`src/rtl/alu_arbiter.sv`:
```
// alu_arbiter
//   Round-robin arbiter and sequencer in front of the shared ALU16bit
//   datapath. Two requesters (A, B) issue operand/opcode commands; the
//   granted command is registered onto alu_x/alu_y/alu_op, the ALU result
//   is captured one cycle later and returned on the response port, tagged
//   with the requester id. A saturating counter tracks ALU error responses.
//
// Handshake semantics (all three ports): a transfer happens on a rising
//   clock edge where valid && ready are both high. A producer holds its
//   valid and payload stable until it sees ready; ready never depends on
//   anything the producer changes in the same cycle other than valid.
//
// Ports
//   clock, reset            rising-edge clock, async active-high reset
//   a_valid/a_ready/a_x/a_y/a_op   requester A command port
//   b_valid/b_ready/b_x/b_y/b_op   requester B command port
//   alu_x, alu_y, alu_op    registered operands/opcode to ALU16bit
//   alu_out, alu_rst        ALU16bit result and error flag (combinational)
//   rsp_valid/rsp_ready     response handshake
//   rsp_id, rsp_out, rsp_err  response payload (0 = A, 1 = B)
//   err_count               saturating count of error responses
//   busy                    high whenever the sequencer is not idle
//   dbg_state               current FSM state for debug/checkers
module alu_arbiter #(
  parameter int ERR_CNT_W = 8
) (
  input  logic                 clock,
  input  logic                 reset,
  input  logic                 a_valid,
  output logic                 a_ready,
  input  logic [15:0]          a_x,
  input  logic [15:0]          a_y,
  input  logic [2:0]           a_op,
  input  logic                 b_valid,
  output logic                 b_ready,
  input  logic [15:0]          b_x,
  input  logic [15:0]          b_y,
  input  logic [2:0]           b_op,
  output logic [15:0]          alu_x,
  output logic [15:0]          alu_y,
  output logic [2:0]           alu_op,
  input  logic [16:0]          alu_out,
  input  logic                 alu_rst,
  output logic                 rsp_valid,
  input  logic                 rsp_ready,
  output logic                 rsp_id,
  output logic [16:0]          rsp_out,
  output logic                 rsp_err,
  output logic [ERR_CNT_W-1:0] err_count,
  output logic                 busy,
  output logic [1:0]           dbg_state
);

  typedef enum logic [1:0] {
    IDLE = 2'd0,
    EXEC = 2'd1,
    RESP = 2'd2
  } state_t;

  localparam logic [ERR_CNT_W-1:0] ERR_ONE = {{(ERR_CNT_W-1){1'b0}}, 1'b1};

  state_t state;
  state_t state_nxt;

  logic last_grant;  // 0 = A was granted last, 1 = B
  logic cur_id;      // id of the command currently in flight
  logic pick_b;      // arbitration choice if a grant happens this cycle
  logic grant;       // a command is accepted on the coming edge

  // Arbitration: a lone requester always wins; on a tie the requester
  // that was not granted last wins. Reset gates the grant so no ready is
  // shown while reset is held (state already reads IDLE during reset).
  always_comb begin
    pick_b = 1'b0;
    grant  = 1'b0;
    if (a_valid && b_valid) begin
      pick_b = ~last_grant;
    end else begin
      pick_b = b_valid;
    end
    grant = (state == IDLE) && !reset && (a_valid || b_valid);
  end

  assign a_ready   = grant && !pick_b;
  assign b_ready   = grant && pick_b;
  assign busy      = (state != IDLE);
  assign dbg_state = state;

  // State register
  always_ff @(posedge clock or posedge reset) begin
    if (reset) begin
      state <= IDLE;
    end else begin
      state <= state_nxt;
    end
  end

  // Next-state logic. RESP always has rsp_valid high, so rsp_ready alone
  // decides when the response is consumed.
  always_comb begin
    state_nxt = state;
    case (state)
      IDLE: begin
        if (grant) begin
          state_nxt = EXEC;
        end
      end
      EXEC: begin
        state_nxt = RESP;
      end
      RESP: begin
        if (rsp_ready) begin
          state_nxt = IDLE;
        end
      end
      default: begin
        state_nxt = IDLE;
      end
    endcase
  end

  // Datapath registers. alu_* only load on a grant, so they stay stable
  // through EXEC and RESP; rsp_* only load on the EXEC edge.
  always_ff @(posedge clock or posedge reset) begin
    if (reset) begin
      last_grant <= 1'b1;
      cur_id     <= 1'b0;
      alu_x      <= 16'd0;
      alu_y      <= 16'd0;
      alu_op     <= 3'd0;
      rsp_valid  <= 1'b0;
      rsp_id     <= 1'b0;
      rsp_out    <= 17'd0;
      rsp_err    <= 1'b0;
      err_count  <= '0;
    end else begin
      if (grant) begin
        alu_x      <= pick_b ? b_x  : a_x;
        alu_y      <= pick_b ? b_y  : a_y;
        alu_op     <= pick_b ? b_op : a_op;
        cur_id     <= pick_b;
        last_grant <= pick_b;
      end
      if (state == EXEC) begin
        rsp_out   <= alu_out;
        rsp_err   <= alu_rst;
        rsp_id    <= cur_id;
        rsp_valid <= 1'b1;
        if (alu_rst && (err_count != {ERR_CNT_W{1'b1}})) begin
          err_count <= err_count + ERR_ONE;
        end
      end
      if ((state == RESP) && rsp_ready) begin
        rsp_valid <= 1'b0;
      end
    end
  end

endmodule

```
`config.mk`:
```
export PLATFORM = sky130hd
export DESIGN_NAME = alu_arbiter
export DESIGN_NICKNAME = d
export VERILOG_FILES = /design/src/rtl/alu_arbiter.sv
export SDC_FILE = /design/constraint.sdc
export NUM_CORES = 1
export LEC_CHECK = 0
export BUFFER_PORTS_ARGS = -buffer_cell sky130_fd_sc_hd__buf_2
export CAP_MARGIN = 0
export CELL_PAD_IN_SITES_DETAIL_PLACEMENT = 1
export CELL_PAD_IN_SITES_GLOBAL_PLACEMENT = 2
export CORE_MARGIN = 2
export CORE_UTILIZATION = 27
export CTS_BUF_LIST = sky130_fd_sc_hd__clkbuf_2
export DETAILED_ROUTE_END_ITERATION = 6
export PLACE_DENSITY_LB_ADDON = 0.12
export SLEW_MARGIN = 20
export SYNTH_ARGS = -nofsm -noshare
export SYNTH_HDL_FRONTEND = slang
export SYNTH_SLANG_ARGS = --single-unit
```
`constraint.sdc`:
```
create_clock -name clock -period 2.75 [get_ports clock]
set_input_delay 0.4125 -clock clock [delete_from_list [all_inputs] [get_ports clock]]
set_output_delay 0.4125 -clock clock [all_outputs]
set_load 0.01 [all_outputs]
```
---- After elaboration in Yosys (flattened, before gate mapping) ----
Index checks and enable logic that the tools add are counted.
Widths: inputs -> output; s select.
storage, ports and cells
  flip-flop bits (word level) ............. 67
  bits of input ports ..................... 93
  word-level logic and storage cells ...... 42
  output and inout port bits .............. 68
operators by class
  reductions and logical operators ........ 15
  multiplexer cells ....................... 9
  equality and inequality tests ........... 5
  bitwise logic cells ..................... 1
  add/subtract/negate cells ............... 1
operator list
  operator             number
  $mux 16              2
  $add 8x1->8 const B  1
  $ne 8x8->1 const B   1
  $logic_and 1x1->1    7
  $pmux 2 s3           1
  $mux 2               2
  $ne 2x2->1 const B   2
  $reduce_and 2->1     2
  $reduce_bool 2->1    2
  $mux 1               3
  $mux 3               1
  $eq 2x1->1 const B   1
  $eq 2x2->1 const B   1
  $logic_not 1->1      2
  $logic_not 2->1      1
  $logic_or 1x1->1     1
  $not 1->1            1

---- Depth between registers and ports, before layout ----
Gate-level depths: netlist of run 1.
  depth after elaboration ................. 5
  mapped depth ............................ 5
  depth with buffers taken out ............ 4

---- Worst setup path after synthesis of run 1 ----
OpenSTA, ideal clock, no wires.
  path kind ............................... reg-to-output
  start ................................... reg state[0] (netlist: dbg_state[0])
  end ..................................... out b_ready
  stages on the path, launching flop included .. 5
  setup slack ............................. 1.181 ns
  required time ........................... 2.338 ns
  path buffers ............................ 2
  arrival time ............................ 1.157 ns
  cells stage by stage .................... dfrtp_1 > nor3_2 > and3_1 > buf_4 > buf_6
on the way
  cells in the longest elaborated chain, start to end .. 4
RTL lines
  element                          line  source
  from (decl)                      62    state_t state;
  from (signal assigned)           94    state <= state_nxt;
  $logic_not 2->1                  81    grant = (state == IDLE) && !reset && (a_valid || b_valid);
  $logic_and 1x1->1 (2 in series)  81
  $logic_and 1x1->1                85    assign b_ready = grant && pick_b;
  to (decl)                        35    output logic b_ready,
No other way between the ends.

---- Final worst setup path of run 1 ----
  start ................................... reg state[1] (netlist: dbg_state[1])
  end ..................................... out a_ready
on the way
  cells in the longest elaborated chain, start to end .. 4
RTL lines
  element                          line  source
  $logic_not 2->1                  81
  $logic_and 1x1->1 (2 in series)  81
  $logic_and 1x1->1                84    assign a_ready = grant && !pick_b;
  to (decl)                        30    output logic a_ready,
No other way between the ends.

==> flow_summary.rst, run 1 <==
.. list-table::
   :header-rows: 1

   * - Metric
     - Value
   * - Run status
     - completed
   * - Number of warnings reported in the yosys synthesis log
     - 0
   * - Count of mapped cells out of synthesis
     - 264
   * - Number of top-level design ports
     - ~160
   * - Final period demand of the worst path
     - 2514 ps
   * - Fin crit share
     - 0.9140
   * - Setup tns final
     - 0 ps
   * - Final hold violation count
     - 0
   * - Data required time at the worst endpoint
     - 2340 ps
   * - Setup Slack @ Placement
     - 688.3 ps
   * - Wire length of the first global-routing pass
     - roughly 15000 µm
   * - Remaining design rule violation count
     - 0
   * - Crit-path max FO
     - 19
   * - Transition at the pin with the smallest max-transition slack
     - ~700 ps
   * - Post CTS Setup Buffer Count
     - 0
   * - Largest cells by area after synthesis
     - sky130_fd_sc_hd__dfrtp_1, sky130_fd_sc_hd__a221o_1, sky130_fd_sc_hd__a21boi_0, sky130_fd_sc_hd__nand2_1, sky130_fd_sc_hd__buf_6
   * - CTS sink cnt
     - 67
   * - CTS clk-pin slew, worst paths
     - 200 ps
   * - Compound-gate portion of the synthesized area
     - 0.2326
   * - I/O Buffers
     - 160
   * - TritonCTS buffer count
     - 9
   * - Number of nets produced by synthesis
     - approximately 360
   * - Kind of end point of the critical path
     - primary output
   * - Root buffer cell
     - sky130_fd_sc_hd__clkbuf_2
   * - Overflow left after global routing
     - 0
   * - Largest net degree at the start of global routing
     - 39
   * - Unique masters post-synth
     - 37
   * - Share of synthesized area occupied by flip-flops and latches
     - 0.5651
   * - Area grow syn2layout
     - 34.09%
   * - Core Area
     - 10790 µm²
   * - Antenna violations before repair
     - 0
   * - Post-Place Cells
     - 550
   * - Detailed Route WL
     - ~9600 µm
   * - Final ANT Viol Nets
     - 0
   * - H-tree levels
     - 3
   * - Gp weighted congestion
     - about 0.74
   * - Predominant post-synthesis flop cell
     - sky130_fd_sc_hd__dfrtp_1
   * - Parity-gate share of the synthesized area counting xor and xnor cells
     - 0.008850
   * - Slew margin rel.
     - 0.5277
   * - Maxcap violations
     - 0
   * - Mux cell area share after synthesis
     - 0.01096
   * - Routed wirelength normalized by instance count
     - 16.88 µm
   * - Clock skew after layout
     - ~36 ps
   * - Die area
     - 11850 µm²
   * - Number of global-route vias before repair
     - 2924
   * - Filler Cells Inserted
     - between 1k and 1.5k
   * - Number of rows in the core area
     - 38
   * - TritonCTS clock tree
     - built
   * - Hold Crit Class
     - in2reg
   * - Startpoint type of the worst setup path
     - flip-flop
   * - Worst Setup Path Type
     - reg2out
   * - Setup repair after global routing missed its margin
     - false
   * - Die height
     - 108.9 µm
   * - Slew Limit Fails
     - 0
   * - Simple-gate share of the synthesized area
     - 0.1290
   * - Layout Nets
     - 517
   * - Post-place instance area
     - 3865 µm²
   * - Origin of the critical flop-to-flop path
     - dbg_state[1]$_DFFE_PP0P_
   * - Layout Utilization
     - 0.3689
   * - Average via count per standard cell
     - 4.792
   * - Proportion of synthesized flip-flops having asynchronous set or reset
     - 1.000
   * - Post-Synthesis Cell Area
     - 2969 µm²
   * - Total global-route track usage
     - 0.1630
   * - Half-perimeter wire length of the detailed placement result
     - 6666 µm
   * - Upper clock frequency limit
     - 397.8 MHz
   * - Share of post-route cells with drive strength above 1
     - 0.4379
   * - Critical-path cell list
     - nor3_4 > and3_4 > buf_2
   * - Clock buffer depth
     - 2
   * - Die Wd
     - 108.9 µm
   * - Maximum ir drop on the vdd rail
     - between 0.0002 and 0.0003 V
   * - Number of setup violations in the final report
     - 0
   * - Power per Cell Area
     - approximately 950 nW/µm²
   * - Diodes inserted
     - 0
   * - CP max-delay cell
     - sky130_fd_sc_hd__dfrtp_1
   * - Beginning of the worst hold path
     - alu_out[12]
   * - Synthesized-area fraction occupied by adder cells
     - 0.004214
   * - Drt first pass iters
     - 4
   * - Top cell type's share of synthesized area
     - 0.5563
   * - Non-filler instance count after layout
     - 567
   * - Library cell with the largest summed area after synthesis
     - sky130_fd_sc_hd__dfrtp_1
   * - Register bit total from synthesis
     - 67
   * - Clock Latency Late Sink
     - 500 ps
   * - Starting density of the core
     - 0.2751
   * - Static leakage power
     - 2.097 nW
   * - Post-Synthesis Mean Instance Area
     - 11.25 µm²
   * - Combinational family with the most area after synthesis
     - compound AO/OA/AOI/OAI gates
   * - Number of enable-type register cells in the synthesized netlist
     - 0
   * - Post-route design area
     - between 3000 and 4000 µm²
   * - Stage delay of the slowest cell on the critical path
     - 540 ps
   * - Start point of the critical path
     - dbg_state[1]$_DFFE_PP0P_
   * - Final worst slack
     - 236.5 ps
   * - Arrival time of the worst setup path
     - 2100 ps
   * - Number of violations reported at the end of detailed-routing iteration 0
     - 111
   * - Vias after detailed routing
     - 2717
## power breakdown
part | switching, mW | internal, mW | total, mW
clock | 0.343 | 0.206 | 0.550
combinational | 0.795 | 0.733 | 1.53
sequential | 0.281 | 1.42 | 1.70
## area by class of cell
| class | count | area, µm² | share of cell area |
|---|---|---|---|
| flip-flops and latches | 67 | 1678 | 0.4214 |
| multi-input cells | 174 | 1160 | 0.2913 |
| repair buffers | 167 | 855.8 | 0.2150 |
| well taps | 140 | 175.2 | 0.04400 |
| clock buffers | 11 | 55.05 | 0.01383 |
| clock inverters | 4 | 42.54 | 0.01069 |
| inverters | 4 | 15.01 | 0.003771 |
## what timing repair did
item	4_1_cts	5_1_grt
resized for setup	0	1
endpoints found under the hold margin	18	0
hold buffers	1	0
endpoints found under the setup margin	0	1
## per-layer routing
metal,part of all wire,vias up,global-route usage
li1,-,1276,-
met4,0.0084,0,0.05220
met1,0.43,1336,0.1988
met3,0.090,5,0.06515
met2,0.47,100,0.2631
met5,0,-,0
## registers in the layout, summed over array words and instances (netlist names)
name and flops:
last_grant 1, rsp_err 1, cur_id 1, rsp_out 17
alu_op 3, rsp_id 1, alu_y 16, alu_x 16
rsp_valid 1, err_count 8, dbg_state 2
## logic make-up (layout without fill, tap and decap cells)
family                     count (synthesis)  in the layout
AOI/OAI and AO/OA                         82             82
xor gates and xnor gates                   3              3
adders and majority gates                  1              1
buffers and inverters                     24            186
DFF                                       67             67
muxes                                      3              3
and+or+nand+nor                           84             85
## final timing paths
path                                                 to  slack, ps  depth (start not counted)
worst max register to register    alu_x[14]$_DFFE_PP0P_        740                          4
worst min-delay path            rsp_out[12]$_DFFE_PP0N_         80                          3
max in group asynchronous       rsp_out[11]$_DFFE_PP0N_       1410                          4
min in group asynchronous            rsp_id$_DFFE_PP0N_        540                          3
worst min register to register   rsp_out[4]$_DFFE_PP0N_        490                          2
worst max-delay path                            a_ready        240                          3
## metrics by stage
| step | power, mW | hold WS [ps] |
|---|---|---|
| final | 3.775 | 81.54 |
| after global routing | 4.103 | 22.37 |
| after CTS | 3.844 | 28.32 |
| after detailed placement | 3.274 | 456.6 |
| after global placement | 3.242 | 453.1 |
| after floorplan | 2.566 | 439.5 |
## synth_stat cells (3+ instances only)
library cell and count:
sky130_fd_sc_hd__a221o_1 35, sky130_fd_sc_hd__nor2_1 4, sky130_fd_sc_hd__dfrtp_1 66, sky130_fd_sc_hd__buf_6 5, sky130_fd_sc_hd__clkbuf_1 6, sky130_fd_sc_hd__buf_2 6
sky130_fd_sc_hd__a21boi_0 31, sky130_fd_sc_hd__buf_4 3, sky130_fd_sc_hd__xnor2_1 3, sky130_fd_sc_hd__inv_1 4, sky130_fd_sc_hd__nand2_1 61, sky130_fd_sc_hd__a21oi_1 4
sky130_fd_sc_hd__or2b_1 3, sky130_fd_sc_hd__a21boi_1 4
## cells in the final DEF, fill, tap and decap left out, drive strengths merged, types with 3 or more instances in the layout
master	netlist	layout
a221o	35	35
dfrtp	66	66
nor2	4	4
xnor2	3	3
and3	3	4
clkinv	0	3
a21boi	35	35
clkbuf	6	11
or2b	3	3
buf	14	166
inv	4	4
nand2	61	61
a21oi	4	4
## worst max-delay path, delay by kind of cell, from the launching register on
family        cells  cell delay (ps)
buf+inv           1              190
flops             1              540
simple gates      2              870
(Power assumes the default switching activity.)
==> run 2: changes to the inputs <==
RECOVER_POWER = 100   (was not set)
==> run 2 against run 1 <==
  * Via count rose by 0.81%
  * Highest routed layer unchanged
  * Utilization fell by 0.94 points
  * Critical path depth did not move
  * Final cell count did not move
  * Clock power barely moved
  * Register-to-register slack got worse by 230 ps
  * Wire length did not move
  * Largest power group unchanged
==> flow_summary.rst, run 2 (same netlist as run 1, synthesis figures left out) <==
.. list-table::
   :header-rows: 1

   * - Metric
     - Value
   * - Run status
     - completed (unchanged)
   * - Setup repair after global routing missed its margin
     - false (unchanged)
   * - Number of rows in the core area
     - 38 (unchanged)
   * - Power per Cell Area
     - 944.0 nW/µm² (was 948.2 nW/µm²)
   * - Layout Nets
     - 517 (unchanged)
   * - Core Area
     - 10790 µm² (unchanged)
   * - Net switching component of the power
     - 1.430 mW (was 1.419 mW)
   * - Proportion of power drawn by the clock network
     - 0.149 (was 0.146)
   * - Average via count per standard cell
     - 4.831 (was 4.792)
   * - Maxcap violations
     - 0 (unchanged)
   * - Worst Setup Path Type
     - reg2out (unchanged)
   * - Net switching share of the total power
     - 0.3904 (was 0.3759)
   * - Hold Crit Class
     - in2reg (unchanged)
   * - Die Wd
     - 108.9 µm (unchanged)
   * - Die area
     - 11850 µm² (unchanged)
   * - Clock skew after layout
     - 35.94 ps (was 36.49 ps)
   * - Clock Latency Late Sink
     - 500 ps (about the same)
   * - Number of global-route vias before repair
     - 2924 (unchanged)
   * - Layout Utilization
     - 0.3595 (was 0.3689)
   * - Clock buffer depth
     - 2 (unchanged)
   * - H-tree levels
     - 3 (unchanged)
   * - Cell-internal power
     - 2.233 mW (was 2.356 mW)
   * - Half-perimeter wire length of the detailed placement result
     - 6666 µm (unchanged)
   * - Register share of total power
     - 0.467 (was 0.450)
   * - Remaining design rule violation count
     - 0 (unchanged)
   * - Crit path capture
     - a_ready (unchanged)
   * - Total global-route track usage
     - 0.1630 (unchanged)
   * - Area grow syn2layout
     - 30.68% (was 34.09%)
   * - Routed wirelength normalized by instance count
     - 16.88 µm (unchanged)
   * - Final hold violation count
     - 0 (unchanged)
   * - Logic gate share of total power
     - 0.384 (was 0.405)
   * - Final ANT Viol Nets
     - 0 (unchanged)
   * - Startpoint type of the worst setup path
     - flip-flop (unchanged)
   * - Highest-count cells in the layout ignoring fill and taps
     - sky130_fd_sc_hd__buf_2, sky130_fd_sc_hd__clkbuf_1, sky130_fd_sc_hd__dfrtp_1, sky130_fd_sc_hd__nand2_1, sky130_fd_sc_hd__a221o_1 (was sky130_fd_sc_hd__buf_2, sky130_fd_sc_hd__dfrtp_1, sky130_fd_sc_hd__nand2_1, sky130_fd_sc_hd__a221o_1, sky130_fd_sc_hd__a21boi_0)
   * - Largest registers
     - rsp_out: 17 flops, alu_x: 16 flops, alu_y: 16 flops (unchanged)
   * - CTS clk-pin slew, worst paths
     - 200 ps (about the same)
   * - Setup tns final
     - 0 ps (unchanged)
   * - Diodes inserted
     - 0 (unchanged)
   * - R2R Setup Slk
     - 510 ps (was 740 ps)
   * - Fin crit share
     - 0.9142 (was 0.9140)
   * - Depth of the worst hold-timing path
     - 3 (unchanged)
   * - Number of violations reported at the end of detailed-routing iteration 0
     - 101 (was 111)
   * - Start point of the critical path
     - dbg_state[1]$_DFFE_PP0P_ (unchanged)
   * - Endpoint of the most critical register-to-register path
     - alu_x[14]$_DFFE_PP0P_ (unchanged)
   * - Overflow left after global routing
     - 0 (unchanged)
   * - Crit-path max FO
     - 19 (unchanged)
   * - Slew margin rel.
     - 0.2672 (was 0.5277)
   * - Wire length of the first global-routing pass
     - 14770 µm (unchanged)
   * - Number of top-level design ports
     - 161 (unchanged)
   * - Drt first pass iters
     - 4 (unchanged)
   * - I/O Buffers
     - 160 (unchanged)
   * - Largest register by flop count
     - rsp_out (unchanged)
   * - CTS sink cnt
     - 67 (unchanged)
   * - Largest net degree at the start of global routing
     - 39 (unchanged)
   * - Slew Limit Fails
     - 0 (unchanged)
   * - Arrival time of the worst setup path
     - 2100 ps (about the same)
   * - Origin of the critical flop-to-flop path
     - dbg_state[1]$_DFFE_PP0P_ (unchanged)
   * - FF-to-FF path depth
     - 4 (unchanged)
   * - Commonest non-fill, non-tap cell in the layout
     - sky130_fd_sc_hd__buf_2 (unchanged)
   * - Number of flip-flops under the largest register name
     - 17 (unchanged)
   * - Upper clock frequency limit
     - 397.8 MHz (about the same)
   * - Detailed Route WL
     - 9571 µm (unchanged)
   * - Data required time at the worst endpoint
     - 2340 ps (about the same)
   * - TritonCTS buffer count
     - 9 (unchanged)
   * - Final period demand of the worst path
     - 2514 ps (about the same)
   * - Root buffer cell
     - sky130_fd_sc_hd__clkbuf_2 (unchanged)
   * - Transition at the pin with the smallest max-transition slack
     - 1098 ps (was 708.5 ps)
   * - Starting density of the core
     - 0.2751 (unchanged)
   * - Maximum ir drop on the vdd rail
     - 0.0002422 V (was 0.0002680 V)
   * - Share of post-route cells with drive strength above 1
     - 0.2693 (was 0.4379)
   * - Post-Place Cells
     - 550 (unchanged)
   * - Gp weighted congestion
     - 0.7443 (unchanged)
   * - TritonCTS clock tree
     - built (unchanged)
   * - Kind of end point of the critical path
     - primary output (unchanged)
   * - Number of setup violations in the final report
     - 0 (unchanged)
   * - Worst-case hold slack
     - 83.48 ps (was 81.54 ps)
   * - Static leakage power
     - 1.865 nW (was 2.097 nW)
   * - Non-filler instance count after layout
     - 567 (unchanged)
   * - Die height
     - 108.9 µm (unchanged)
   * - Vias after detailed routing
     - 2739 (was 2717)
   * - Antenna violations before repair
     - 0 (unchanged)
run 2: cell types whose count changed in the layout (fill, tap and decap cells not counted), sizes merged:
| cell | delta |
|---|---|
| clkbuf | +74 |
| buf | -74 |
run 2: worst max-delay path: stages (launching register included):
cell and delay, ps:
sky130_fd_sc_hd__dfrtp_1 540, sky130_fd_sc_hd__nor3_4 420, sky130_fd_sc_hd__and3_4 440, sky130_fd_sc_hd__clkbuf_1 200
run 2: how the worst min path moves through the flow:
| stage | endpoint | slack, ps | start |
|---|---|---|---|
| after floorplan | rsp_id$_DFFE_PP0N_ | 440 | cur_id$_DFFE_PP0P_ |
| after global placement | rsp_err$_DFFE_PP0N_ | 450 | rsp_err$_DFFE_PP0N_ |
| after detailed placement | rsp_id$_DFFE_PP0N_ | 460 | cur_id$_DFFE_PP0P_ |
| after CTS | rsp_out[12]$_DFFE_PP0N_ | 30 | alu_out[12] |
| after global routing | rsp_out[13]$_DFFE_PP0N_ | 20 | alu_out[13] |
| final | rsp_out[12]$_DFFE_PP0N_ | 80 | alu_out[12] |
run 2: layer usage:
metal,share of wire,vias to the layer above,GRT usage
li1,-,1280,-
met1,0.42,1352,0.1988
met2,0.47,102,0.2631
met3,0.094,5,0.06515
met4,0.0084,0,0.05220
met5,0,-,0
run 2: layout make-up:
type,instances,area (µm²)
fillers,1296,6913
flip-flops and latches,67,1678
multi-input cells,174,1160
repair buffers,167,754.5
well taps,140,175.2
clock buffers,11,55.05
clock inverters,4,42.54
inverters,4,15.01
run 2: metrics by stage:
step | power [mW] | setup slack [ps] | area (µm²)
2_1_floorplan | 2.566 | 656.0 | 2969
3_3_place_gp | 3.242 | 744.4 | 3865
3_5_place_dp | 3.274 | 688.3 | 3865
4_1_cts | 3.844 | 61.49 | 3973
5_1_grt | 3.982 | 39.97 | 3880
6_report | 3.663 | 236.0 | 3880
run 2: timing repair:
| item | 4_1_cts | 5_1_grt |
|---|---|---|
| buffers inserted | 0 | 0 |
| hold endpoints to repair | 18 | 0 |
| setup endpoints to repair | 0 | 1 |
| hold buffers | 1 | 0 |
| gates resized for setup | 0 | 1 |
run 2: power by group through the flow:
stage	sequential, mW	combinational, mW	clock, mW
CTS	1.71	1.56	0.577
detailed placement	1.72	1.56	0
global route	1.78	1.59	0.620
global placement	1.71	1.53	0
finish	1.71	1.41	0.547
floorplan	1.88	0.685	0
==> run 3: changes to the inputs <==
CORE_MARGIN = 4   (was 2)
REMOVE_ABC_BUFFERS = 1   (was not set)
==> run 3 against run 2 <==
  * Clock-buffer cell count is 1 lower
  * Design area stayed put
  * Clock power is 2% lower
  * Largest power group unchanged
  * Worst setup slack better by 190 ps
  * Final cell count stayed put
  * Non-clock buffer count is 2 higher
  * Utilization stayed put
  * Critical path type is now in2out
  * Wire length is 2.3% lower
  * Critical path depth is 2 higher
  * Power is 0.39% lower
==> flow_summary.rst, run 3 (same netlist as run 1, synthesis figures left out) <==
.. list-table::
   :header-rows: 1

   * - Metric
     - Value
   * - Static leakage power
     - 1.871 nW (was 1.865 nW)
   * - Logic gate share of total power
     - 0.387 (was 0.384)
   * - Number of setup violations in the final report
     - 0 (unchanged)
   * - I/O Buffers
     - 160 (unchanged)
   * - Hold Crit Class
     - in2reg (unchanged)
   * - Highest-count cells in the layout ignoring fill and taps
     - sky130_fd_sc_hd__buf_2, sky130_fd_sc_hd__clkbuf_1, sky130_fd_sc_hd__dfrtp_1, sky130_fd_sc_hd__nand2_1, sky130_fd_sc_hd__a221o_1 (unchanged)
   * - Starting density of the core
     - 0.2751 (unchanged)
   * - Setup repair after global routing missed its margin
     - false (unchanged)
   * - Number of top-level design ports
     - 161 (unchanged)
   * - CTS clk-pin slew, worst paths
     - 180 ps (was 200 ps)
   * - Area grow syn2layout
     - 30.68% (unchanged)
   * - Average via count per standard cell
     - 4.792 (was 4.831)
   * - Total of hold buffers inserted after clock tree synthesis
     - 1 (unchanged)
   * - Maximum ir drop on the vdd rail
     - 0.0002751 V (was 0.0002422 V)
   * - Filler Cells Inserted
     - 1312 (was 1296)
   * - Wire length of the first global-routing pass
     - 15300 µm (was 14770 µm)
   * - Root buffer cell
     - sky130_fd_sc_hd__clkbuf_2 (unchanged)
   * - Final period demand of the worst path
     - 2320 ps (was 2514 ps)
   * - TritonCTS clock tree
     - built (unchanged)
   * - Number of violations reported at the end of detailed-routing iteration 0
     - 75 (was 101)
   * - Drt first pass iters
     - 5 (was 4)
   * - Number of flip-flops under the largest register name
     - 17 (unchanged)
   * - Crit-path max FO
     - 12 (was 19)
   * - Transition at the pin with the smallest max-transition slack
     - 954.0 ps (was 1098 ps)
   * - CTS sink cnt
     - 67 (unchanged)
   * - Routed wirelength normalized by instance count
     - 16.49 µm (was 16.88 µm)
   * - Die area
     - 12740 µm² (was 11850 µm²)
   * - Vias after detailed routing
     - 2717 (was 2739)
   * - Final ANT Viol Nets
     - 0 (unchanged)
   * - Antenna violations before repair
     - 0 (unchanged)
   * - Die Wd
     - 112.9 µm (was 108.9 µm)
   * - Stage delay of the slowest cell on the critical path
     - 540 ps (about the same)
   * - Share of post-route cells with drive strength above 1
     - 0.2670 (was 0.2693)
   * - Fin crit share
     - 0.8435 (was 0.9142)
   * - Critical-path cell list
     - dlygate4sd3_1 > clkbuf_1 > nor3_4 > and3_1 > clkbuf_1 (was nor3_4 > and3_4 > clkbuf_1)
   * - Core Area
     - 10790 µm² (unchanged)
   * - Largest registers
     - rsp_out: 17 flops, alu_x: 16 flops, alu_y: 16 flops (unchanged)
   * - Slew margin rel.
     - 0.3640 (was 0.2672)
   * - Largest net degree at the start of global routing
     - 39 (unchanged)
   * - Proportion of power drawn by the clock network
     - 0.147 (was 0.149)
   * - Number of rows in the core area
     - 38 (unchanged)
   * - Net switching share of the total power
     - 0.3889 (was 0.3904)
   * - Remaining design rule violation count
     - 0 (unchanged)
   * - Maxcap violations
     - 0 (unchanged)
   * - Clock skew after layout
     - 32.90 ps (was 35.94 ps)
   * - Clock Latency Late Sink
     - 470 ps (was 500 ps)
   * - Run status
     - completed (unchanged)
   * - Overflow left after global routing
     - 0 (unchanged)
   * - Kind of end point of the critical path
     - primary output (unchanged)
   * - Power consumption
     - 3.648 mW (was 3.663 mW)
   * - Slew Limit Fails
     - 0 (unchanged)
   * - H-tree levels
     - 3 (unchanged)
   * - TritonCTS buffer count
     - 9 (unchanged)
   * - Upper clock frequency limit
     - 431.1 MHz (was 397.8 MHz)
   * - Worst-case hold slack
     - 127.4 ps (was 83.48 ps)
   * - Post-route design area
     - 3880 µm² (unchanged)
   * - Clock buffer depth
     - 2 (unchanged)
   * - Final hold violation count
     - 0 (unchanged)
   * - Startpoint type of the worst setup path
     - input port (was flip-flop)
   * - Cell-internal power
     - 2.229 mW (was 2.233 mW)
   * - Worst Setup Path Type
     - in2out (was reg2out)
   * - Detailed Route WL
     - 9349 µm (was 9571 µm)
   * - Net switching component of the power
     - 1.419 mW (was 1.430 mW)
   * - Power per Cell Area
     - 940.2 nW/µm² (was 944.0 nW/µm²)
   * - Most prevalent standard cell on the critical path
     - sky130_fd_sc_hd__clkbuf_1
   * - Total global-route track usage
     - 0.1493 (was 0.1630)
   * - Diodes inserted
     - 0 (unchanged)
   * - Footprint of the multi-input gates
     - 1146 µm² (was 1160 µm²)
   * - Post-cts sizing count
     - 0 (unchanged)
   * - Area taken by flip-flops and latches
     - 1678 µm² (unchanged)
   * - Post CTS Setup Buffer Count
     - 0 (unchanged)
   * - Largest register by flop count
     - rsp_out (unchanged)
   * - Family with the most delay on the worst path
     - buffers and inverters (was simple AND/OR/NAND/NOR gates)
   * - CP max-delay cell
     - sky130_fd_sc_hd__dlygate4sd3_1 (was sky130_fd_sc_hd__dfrtp_1)
   * - Commonest non-fill, non-tap cell in the layout
     - sky130_fd_sc_hd__buf_2 (unchanged)
   * - Post-place instance area
     - 3880 µm² (was 3865 µm²)
   * - Layout Nets
     - 518 (was 517)
   * - Die height
     - 112.9 µm (was 108.9 µm)
   * - Half-perimeter wire length of the detailed placement result
     - 6787 µm (was 6666 µm)
   * - Arrival time of the worst setup path
     - 1910 ps (was 2100 ps)
   * - Gp weighted congestion
     - 0.7332 (was 0.7443)
   * - Post-Place Cells
     - 552 (was 550)
   * - Data required time at the worst endpoint
     - 2340 ps (about the same)
   * - Number of global-route vias before repair
     - 3024 (was 2924)
   * - Crit path buf inv count
     - 3 (was 1)
   * - Non-filler instance count after layout
     - 567 (unchanged)
   * - Register share of total power
     - 0.466 (was 0.467)
==> run 3: changes by cell type in the layout (fill, tap and decap cells not counted), sizes merged <==
cell,previous run,this run
and3,4,3
buf,92,95
clkbuf,85,83
==> run 3: metal layers <==
metal	wire length, µm	track usage	share of wire
met2	4224	0.2338	0.45
met1	4068	0.1898	0.44
met4	108	0.04808	0.012
met3	948	0.05882	0.10
met5	0	0	0
==> run 3: path summary, 6_finish.rpt <==
path                                                from                        to  slack (ps)  cells after the start
min in group asynchronous                          reset     alu_x[12]$_DFFE_PP0P_         680                      3
worst max register to register  dbg_state[0]$_DFFE_PP0P_  err_count[1]$_DFFE_PP0P_         560                      4
worst min register to register        cur_id$_DFFE_PP0P_        rsp_id$_DFFE_PP0N_         490                      2
max in group asynchronous                          reset     alu_op[2]$_DFFE_PP0P_         700                      4
worst min-delay path                          alu_out[2]    rsp_out[2]$_DFFE_PP0N_         130                      3
worst max-delay path                               reset                   b_ready         430                      5
==> run 3: worst min-delay path: stages <==
cell                      delay, ps
sky130_fd_sc_hd__buf_2           70
sky130_fd_sc_hd__nand2_1         40
sky130_fd_sc_hd__nand2_1         40
==> run 3: area by class of cell <==
type | instances | area share
Timing Repair Buffer | 169 | 0.1990
Clock inverter | 4 | 0.01129
Clock buffer | 10 | 0.01290
Tap cell | 140 | 0.04515
Multi-Input combinational cell | 173 | 0.2954
Sequential cell | 67 | 0.4324
Inverter | 4 | 0.003870
==> run 3: per-stage QoR <==
stage | setup slack [ps] | setup TNS (ps) | utilization
after floorplan | -51.43 | -51.43 | -
after global placement | 931.7 | 0 | 0.3595
after detailed placement | 870.7 | 0 | 0.3595
after CTS | 387.5 | 0 | 0.3691
after global routing | 269.8 | 0 | 0.3595
final | 430.4 | 0 | 0.3595
==> run 3: power by group through the flow <==
| stage | sequential (mW) | clock, mW | combinational [mW] |
|---|---|---|---|
| global route | 1.77 | 0.612 | 1.60 |
| floorplan | 1.88 | 0 | 0.637 |
| finish | 1.70 | 0.537 | 1.41 |
| detailed placement | 1.71 | 0 | 1.58 |
| global placement | 1.71 | 0 | 1.55 |
| CTS | 1.70 | 0.572 | 1.58 |
